**src/rtl/maze_generator.sv**
```systemverilog
// Binary-tree perfect-maze generator driven by a 16-bit Galois LFSR.
// Produces maze[y][x] (1 = wall) with the entrance in row 0 and the exit in row size-1.
module maze_generator #(
  parameter int size = 9,
  parameter int N    = 4
) (
  input  logic                        i_clk,
  input  logic                        i_rst,
  input  logic                        i_start,
  input  logic [15:0]                 i_seed,
  output logic                        o_busy,
  output logic                        o_done,
  output logic [size-1:0][size-1:0]   o_maze
);

  typedef enum logic [2:0] {
    S_IDLE  = 3'd0,
    S_CLEAR = 3'd1,
    S_CARVE = 3'd2,
    S_OPEN  = 3'd3,
    S_DONE  = 3'd4
  } state_t;

  localparam int             C         = (size - 1) / 2;
  localparam logic [N-1:0]   CMAX      = N'(C - 1);
  localparam logic [N-1:0]   LAST_ROW  = N'(size - 1);
  localparam logic [15:0]    LFSR_INIT = 16'hACE1;
  localparam logic [15:0]    LFSR_TAPS = 16'hB400;

  state_t                      r_state;
  state_t                      w_state_nxt;
  logic [size-1:0][size-1:0]   r_maze;
  logic [15:0]                 r_lfsr;
  logic [N-1:0]                r_row;
  logic [N-1:0]                r_cx;
  logic [N-1:0]                r_cy;
  logic                        r_busy;
  logic                        r_done;
  logic [N-1:0]                w_x;
  logic [N-1:0]                w_y;
  logic                        w_last_cell;

  assign w_x         = N'({r_cx, 1'b1});
  assign w_y         = N'({r_cy, 1'b1});
  assign w_last_cell = (r_cx == CMAX) && (r_cy == CMAX);

  always_comb begin
    w_state_nxt = r_state;
    case (r_state)
      S_IDLE, S_DONE: begin
        if (i_start) w_state_nxt = S_CLEAR;
        else         w_state_nxt = r_state;
      end
      S_CLEAR: begin
        if (r_row == LAST_ROW) w_state_nxt = S_CARVE;
        else                   w_state_nxt = S_CLEAR;
      end
      S_CARVE: begin
        if (w_last_cell) w_state_nxt = S_OPEN;
        else             w_state_nxt = S_CARVE;
      end
      S_OPEN:  w_state_nxt = S_DONE;
      default: w_state_nxt = S_IDLE;
    endcase
  end

  always_ff @(posedge i_clk) begin
    if (i_rst) begin
      r_state <= S_IDLE;
      r_maze  <= '1;
      r_lfsr  <= LFSR_INIT;
      r_row   <= '0;
      r_cx    <= '0;
      r_cy    <= '0;
      r_busy  <= 1'b0;
      r_done  <= 1'b0;
    end else begin
      r_state <= w_state_nxt;
      r_busy  <= (w_state_nxt == S_CLEAR) || (w_state_nxt == S_CARVE) || (w_state_nxt == S_OPEN);
      r_done  <= (w_state_nxt == S_DONE);
      case (r_state)
        S_IDLE, S_DONE: begin
          // A zero seed would lock the LFSR, so it falls back to the reset value.
          if (i_start) r_lfsr <= (i_seed == 16'h0000) ? LFSR_INIT : i_seed;
        end
        S_CLEAR: begin
          r_maze[r_row] <= '1;
          r_row         <= (r_row == LAST_ROW) ? '0 : r_row + N'(1);
        end
        S_CARVE: begin
          r_maze[w_y][w_x] <= 1'b0;
          if ((r_cy == '0) && (r_cx == CMAX)) begin
            r_maze[w_y][w_x] <= 1'b0;
          end else if (r_cy == '0) begin
            r_maze[w_y][w_x + N'(1)] <= 1'b0;
          end else if ((r_cx == CMAX) || r_lfsr[0]) begin
            r_maze[w_y - N'(1)][w_x] <= 1'b0;
          end else begin
            r_maze[w_y][w_x + N'(1)] <= 1'b0;
          end
          r_lfsr <= (r_lfsr >> 1) ^ (r_lfsr[0] ? LFSR_TAPS : 16'h0000);
          if (r_cx == CMAX) begin
            r_cx <= '0;
            r_cy <= (r_cy == CMAX) ? '0 : r_cy + N'(1);
          end else begin
            r_cx <= r_cx + N'(1);
          end
        end
        S_OPEN: begin
          r_maze[0][1]           <= 1'b0;
          r_maze[size-1][size-2] <= 1'b0;
        end
        default: begin
          r_state <= S_IDLE;
        end
      endcase
    end
  end

  assign o_busy = r_busy;
  assign o_done = r_done;
  assign o_maze = r_maze;

endmodule
```
**config.mk**
```make
export PLATFORM = sky130hd
export DESIGN_NAME = maze_generator
export DESIGN_NICKNAME = d
export VERILOG_FILES = /design/src/rtl/maze_generator.sv
export SDC_FILE = /design/constraint.sdc
export NUM_CORES = 1
export LEC_CHECK = 0
export BUFFER_PORTS_ARGS = -buffer_cell sky130_fd_sc_hd__buf_4
export CORE_MARGIN = 1
export CORE_UTILIZATION = 57
export DETAILED_ROUTE_END_ITERATION = 10
export PLACE_DENSITY = 0.84
export SYNTH_ARGS = -nofsm -noshare
export SYNTH_HDL_FRONTEND = slang
export SYNTH_SLANG_ARGS = --single-unit
```
**constraint.sdc**
```tcl
create_clock -name i_clk -period 5.25 [get_ports i_clk]
set_input_delay 0.7875 -clock i_clk [delete_from_list [all_inputs] [get_ports i_clk]]
set_output_delay 0.7875 -clock i_clk [all_outputs]
set_load 0.1 [all_outputs]
```
==> Word level (Yosys, flattened, before mapping) <==
Index checks and enable logic that the tools add are counted.
{ "totals": {"in_bits": 19, "register_bits": 114, "elab_cells": 107} }
{ "classes": {"n_mux": 31, "n_reduce_logical": 21, "n_addsub": 5, "n_bitwise": 10, "n_lt_le_gt_ge": 10, "eq_ne": 12} }
{ "op_table": {"columns": ["operator", "n"], "rows": [
  ["AND 81 bit", 4],
  ["two-way mux 81 bit", 3],
  ["inverter 72 -> 81 bit", 2],
  ["case mux 77 bit (2 select lines)", 1],
  ["inverter 81 bit", 1],
  ["bitwise OR 81 bit", 1],
  ["demux 9 bit (select 4 bit)", 2],
  ["demux 9 bit (select 3 bit)", 2],
  ["two-way mux 16 bit", 3],
  ["case mux 16 bit (2 select lines)", 1],
  ["less-than comparator 4 x 5 -> 1 bit, second input constant", 5],
  ["greater-or-equal comparator 4 x 1 -> 1 bit, second input constant", 5],
  ["two-way mux 9 bit", 2],
  ["adder 4 x 1 -> 4 bit, second input constant", 4],
  ["logical NOT 16 bit", 1],
  ["two-way mux 8 bit", 2],
  ["XOR 15 x 16 -> 16 bit", 1],
  ["== test 3 x 2 -> 1 bit, second input constant", 4],
  ["two-way mux 4 bit", 3],
  ["case mux 3 bit (4 select lines)", 1],
  ["== test 4 x 2 -> 1 bit, second input constant", 2],
  ["logical AND 1 bit", 7],
  ["== test 3 x 1 -> 1 bit, second input constant", 2],
  ["== test 3 bit, second input constant", 2],
  ["19 further kinds", 28]
]} }

==> Logic depth before layout (Yosys ltp) <==
{ "depth": {"depth_word": 13, "depth_mapped": 8} }

==> Worst setup path before layout <==
No wires, ideal clock.
{ "synth_path": {"path_type": "register -> register", "start": "reg r_cy[0]", "end": "reg r_maze, in the netlist o_maze[27]", "arrival_time_ns": 1.715, "slack_ns": 3.396, "required_ns": 5.112, "stages_incl_launch_ff": 8, "cell_sequence": "dfxtp_1 > buf_4 > inv_1 > ha_1 > or3b_1 > a2111o_1 > o21ai_1 > nand2_1"} }
{ "synth_between": {"elab_chain_cells": 10, "elab_cells_between_ends": 21} }
{ "synth_rtl": {"columns": ["item", "line_no", "text"], "rows": [
  ["from (decl)", "36", "logic [N-1:0] r_cy;"],
  ["from (signal assigned)", "104", "r_cy <= (r_cy == CMAX) ? '0 : r_cy + N'(1);"],
  ["less-than comparator 4 x 5 -> 1 bit (implied by the code) or greater-or-equal comparator 4 x 1 -> 1 bit (tied branches)", "95, 99", null],
  ["logical AND 1 bit (implied by the code)", "95, 99", null],
  ["two-way mux 9 bit (implied by the code)", "95, 99", null],
  ["demux 9 bit (select 3 bit)", "95, 99", null],
  ["inverter 72 -> 81 bit (no source line)", null, null],
  ["AND 81 bit (no source line)", null, null],
  ["two-way mux 81 bit", "96", "end else if ((r_cx == CMAX) || r_lfsr[0]) begin"],
  ["two-way mux 81 bit", "94", "end else if (r_cy == '0) begin"],
  ["two-way mux 81 bit (*)", "92", "if ((r_cy == '0) && (r_cx == CMAX)) begin"],
  ["case mux 77 bit (2 select lines) (*)", "81", "case (r_state)"],
  ["to (decl)", "32", "logic [size-1:0][size-1:0] r_maze;"]
]} }
Every way passes the cells marked *; elsewhere a longest branch is shown, timed or not.
A chain may end at the register's enable or synchronous reset.

==> Final worst setup path <==
{ "layout_path": {"start": "reg r_cx[0]", "end": "reg r_maze, in the netlist o_maze[57]"} }
{ "layout_between": {"elab_chain_cells": 12, "elab_cells_between_ends": 16} }
{ "layout_rtl": {"columns": ["item", "line_no", "text"], "rows": [
  ["from (decl)", "35", "logic [N-1:0] r_cx;"],
  ["from (signal assigned)", "106", "r_cx <= r_cx + N'(1);"],
  ["less-than comparator 4 x 5 -> 1 bit (implied by the code) or greater-or-equal comparator 4 x 1 -> 1 bit (tied branches)", "97", "r_maze[w_y - N'(1)][w_x] <= 1'b0;"],
  ["logical AND 1 bit (implied by the code)", "97", null],
  ["two-way mux 1 bit (implied by the code)", "97", null],
  ["demux 1 bit (select 3 bit)", "97", null],
  ["two-way mux 8 bit (implied by the code)", "97", null],
  ["demux 9 bit (select 4 bit)", "97", null],
  ["inverter 81 bit (no source line)", null, null],
  ["AND 81 bit (no source line)", null, null],
  ["two-way mux 81 bit", "96", null],
  ["two-way mux 81 bit", "94", null],
  ["two-way mux 81 bit (*)", "92", null],
  ["case mux 77 bit (2 select lines) (*)", "81", null]
]} }
Marked as above.

==> flow_metrics.tcl <==
set metrics [dict create \
    synth_cell_types 49 \
    dieHeight_um 89.84 \
    crit_type "flop to flop" \
    fp-row-count 31 \
    dr.pass1.iters 8 \
    clk_pin_slew_ns 0.06 \
    fmax_mhz 405.0 \
    avgSynthCellArea_um2 9.239 \
    cp.required_ns 5.65 \
    grt_pass1_wl_mm 18.68 \
    h-tree-depth 4 \
    globalRouteOverflowTotal 0 \
    dpl.hpwl_mm 7.093 \
    hold_viol 0 \
    final_nets 596 \
    fin_skew_ns 0.007498 \
    die_x_um 89.84 \
    ys_seq_elements 114 \
    p_leak_nw 2.194 \
    antenna_cells 0 \
    slew_headroom 0.3896 \
    clk_latency_ns 0.52 \
    arrival_ns 2.87 \
    grt_start_max_net_pins 65 \
    hold_path.class "flop to flop" \
    netlist_area_um2 4398 \
    syn_inst 476 \
    grt_pass1_vias 3752 \
    finalCriticalPeriod_ns 2.469 \
    antenna_found_initial 0 \
    finalSetupViolCount 0 \
    yosysTopAreaCell "dfxtp_1" \
    cap_violations 0 \
    final_core_util 0.7871 \
    place_congestion 0.8066 \
    crit_fanout 16 \
    syn_to_final_growth_pct 31.89 \
    period_share 0.4704 \
    synth_top_area_share 0.5189 \
    postCtsSetupBuffers 0 \
    drt_wl_total_mm 10.92 \
    synth-async-reset-ratio 0 \
    tns_ns 0 \
    cts_tree "done" \
    portBuffers 101 \
    track_usage 0.2908 \
    cts_sinks 114 \
    vias_per_cell 5.774 \
    drc 0 \
    ir_drop_uv 261.5 \
    die_area_um2 8071 \
    synth_nets 502 \
    root_buffer "clkbuf_8" \
    seq_area_frac_synth 0.5189 \
    critPathLaunchType "flop" \
    hold_buffers 0 \
    maxSlewViolCount 0 \
    routedWlPerCell_um 16.01 \
    cts_resized 0 \
    setup.worst_path.end_class "flop" \
    initial_core_util 0.5968 \
    drt_iter0_markers 257 \
    core_area_um2 7370 \
    worst_slew_pin_slew_ns 0.9117 \
    ant_nets 0 \
    p_per_area_nw_per_um2 380.9 \
    ys_warn_count 0 \
    vias 3938 \
    rsz0062_at_grt "false" \
    pin_count 102 \
    status "finished, final reports clean" \
    synth.area.top_cells "dfxtp_1 (52%), nand2_1 (7.2%), o21ai_0 (4.8%), nand2b_1 (3.0%), a21oi_1 (2.7%)" \
    layout-drive-gt1-share 0.2521 \
    synthFlopType "dfxtp_1" \
    synth-edff-count 0 \
    clock_path_buffers 2 \
    cts_buffers 17 \
]
worst max-delay path: stages, from the launching register on:
cell      delay (ns)
dfxtp_1         0.61
ha_1            0.34
nor3b_4         0.45
o211ai_2        0.41
o32ai_1         0.45
nand2b_1        0.10
worst paths after layout:
| check | start | endpoint | slack [ns] | cells past startpoint |
|---|---|---|---|---|
| worst max-delay path | r_cx[0] | o_maze[57] | 2.78 | 5 |
| worst min-delay path | o_maze[42] | o_maze[42] | 0.44 | 1 |
| worst max register to register | r_cx[0] | o_maze[57] | 2.78 | 5 |
| worst min register to register | o_maze[42] | o_maze[42] | 0.44 | 1 |
layer usage:
layer  up-vias  wire [µm]  GRT usage
li1       1882          -          -
met2       161       5290     0.4718
met4         0        204     0.1393
met3        20        691    0.07022
met1      1875       4733     0.3635
met5         -          0          0
registers in the layout (all words and copies together) (netlist names):
| signal | count |
|---|---|
| r_cy | 4 |
| r_cx | 4 |
| r_lfsr | 16 |
| o_maze | 81 |
| o_busy | 1 |
| o_done | 1 |
| r_state | 3 |
| r_row | 4 |
cell usage in the layout (no fill, tap or decap), types with 10 or more instances in the layout:
| cell | instances |
|---|---|
| nor2_1 | 15 |
| nand2_1 | 84 |
| buf_4 | 102 |
| dfxtp_1 | 114 |
| nor3_1 | 10 |
| clkbuf_16 | 16 |
| or3_1 | 17 |
| nand2b_1 | 21 |
| nand3_1 | 12 |
| o21ai_0 | 42 |
| a21oi_1 | 24 |
layout make-up:
cell class | count | area [µm²]
Clock buffer | 19 | 441.7
Clock inverter | 13 | 206.4
Fill cell | 504 | 1569
Inverter | 6 | 22.52
Multi-Input combinational cell | 329 | 1958
Sequential cell | 114 | 2282
Tap cell | 99 | 123.9
Timing Repair Buffer | 102 | 765.7
metrics by stage:
step	std cells	total power, mW	worst slack (ns)	instance area, µm²	hold WS (ns)
4_1_cts	682	2.215	2.835	5801	0.4456
3_5_place_dp	650	0.9813	2.666	5152	0.4295
3_3_place_gp	650	0.9785	2.806	5152	0.4237
2_1_floorplan	476	0.9575	3.396	4398	0.4364
5_1_grt	682	2.275	2.604	5801	0.4565
6_report	682	2.210	2.781	5801	0.4411
cells by family after synthesis:
kind of cell / after synthesis / synth area share
AOI/OAI and AO/OA: 116 / 0.1647
xor gates and xnor gates: 8 / 0.01593
adders and majority gates: 7 / 0.01991
buffers and inverters: 33 / 0.03584
DFF: 114 / 0.5189
muxes: 1 / 0.002276
and+or+nand+nor: 197 / 0.2424
cell usage after synthesis (4+ instances only):
master	instances
nor4_1	5
a21oi_1	24
clkbuf_1	15
buf_2	6
o21ai_0	42
nor3_1	10
nor3b_1	5
nor2_1	15
a22oi_1	7
o32ai_1	8
ha_1	7
dfxtp_1	114
o21ai_1	9
nand2b_1	21
or3_1	17
nand3b_1	6
nand2_1	84
nand3_1	12
a221oi_1	6
inv_1	6
xor2_1	6
or3b_1	4
report_power, final:
group	switching (mW)	internal (mW)
logic	0.0483	0.0284
registers	0.0108	0.877
clock network	0.402	0.843
total	0.461	1.75
No activity file was read; power rests on OpenSTA's default activity.
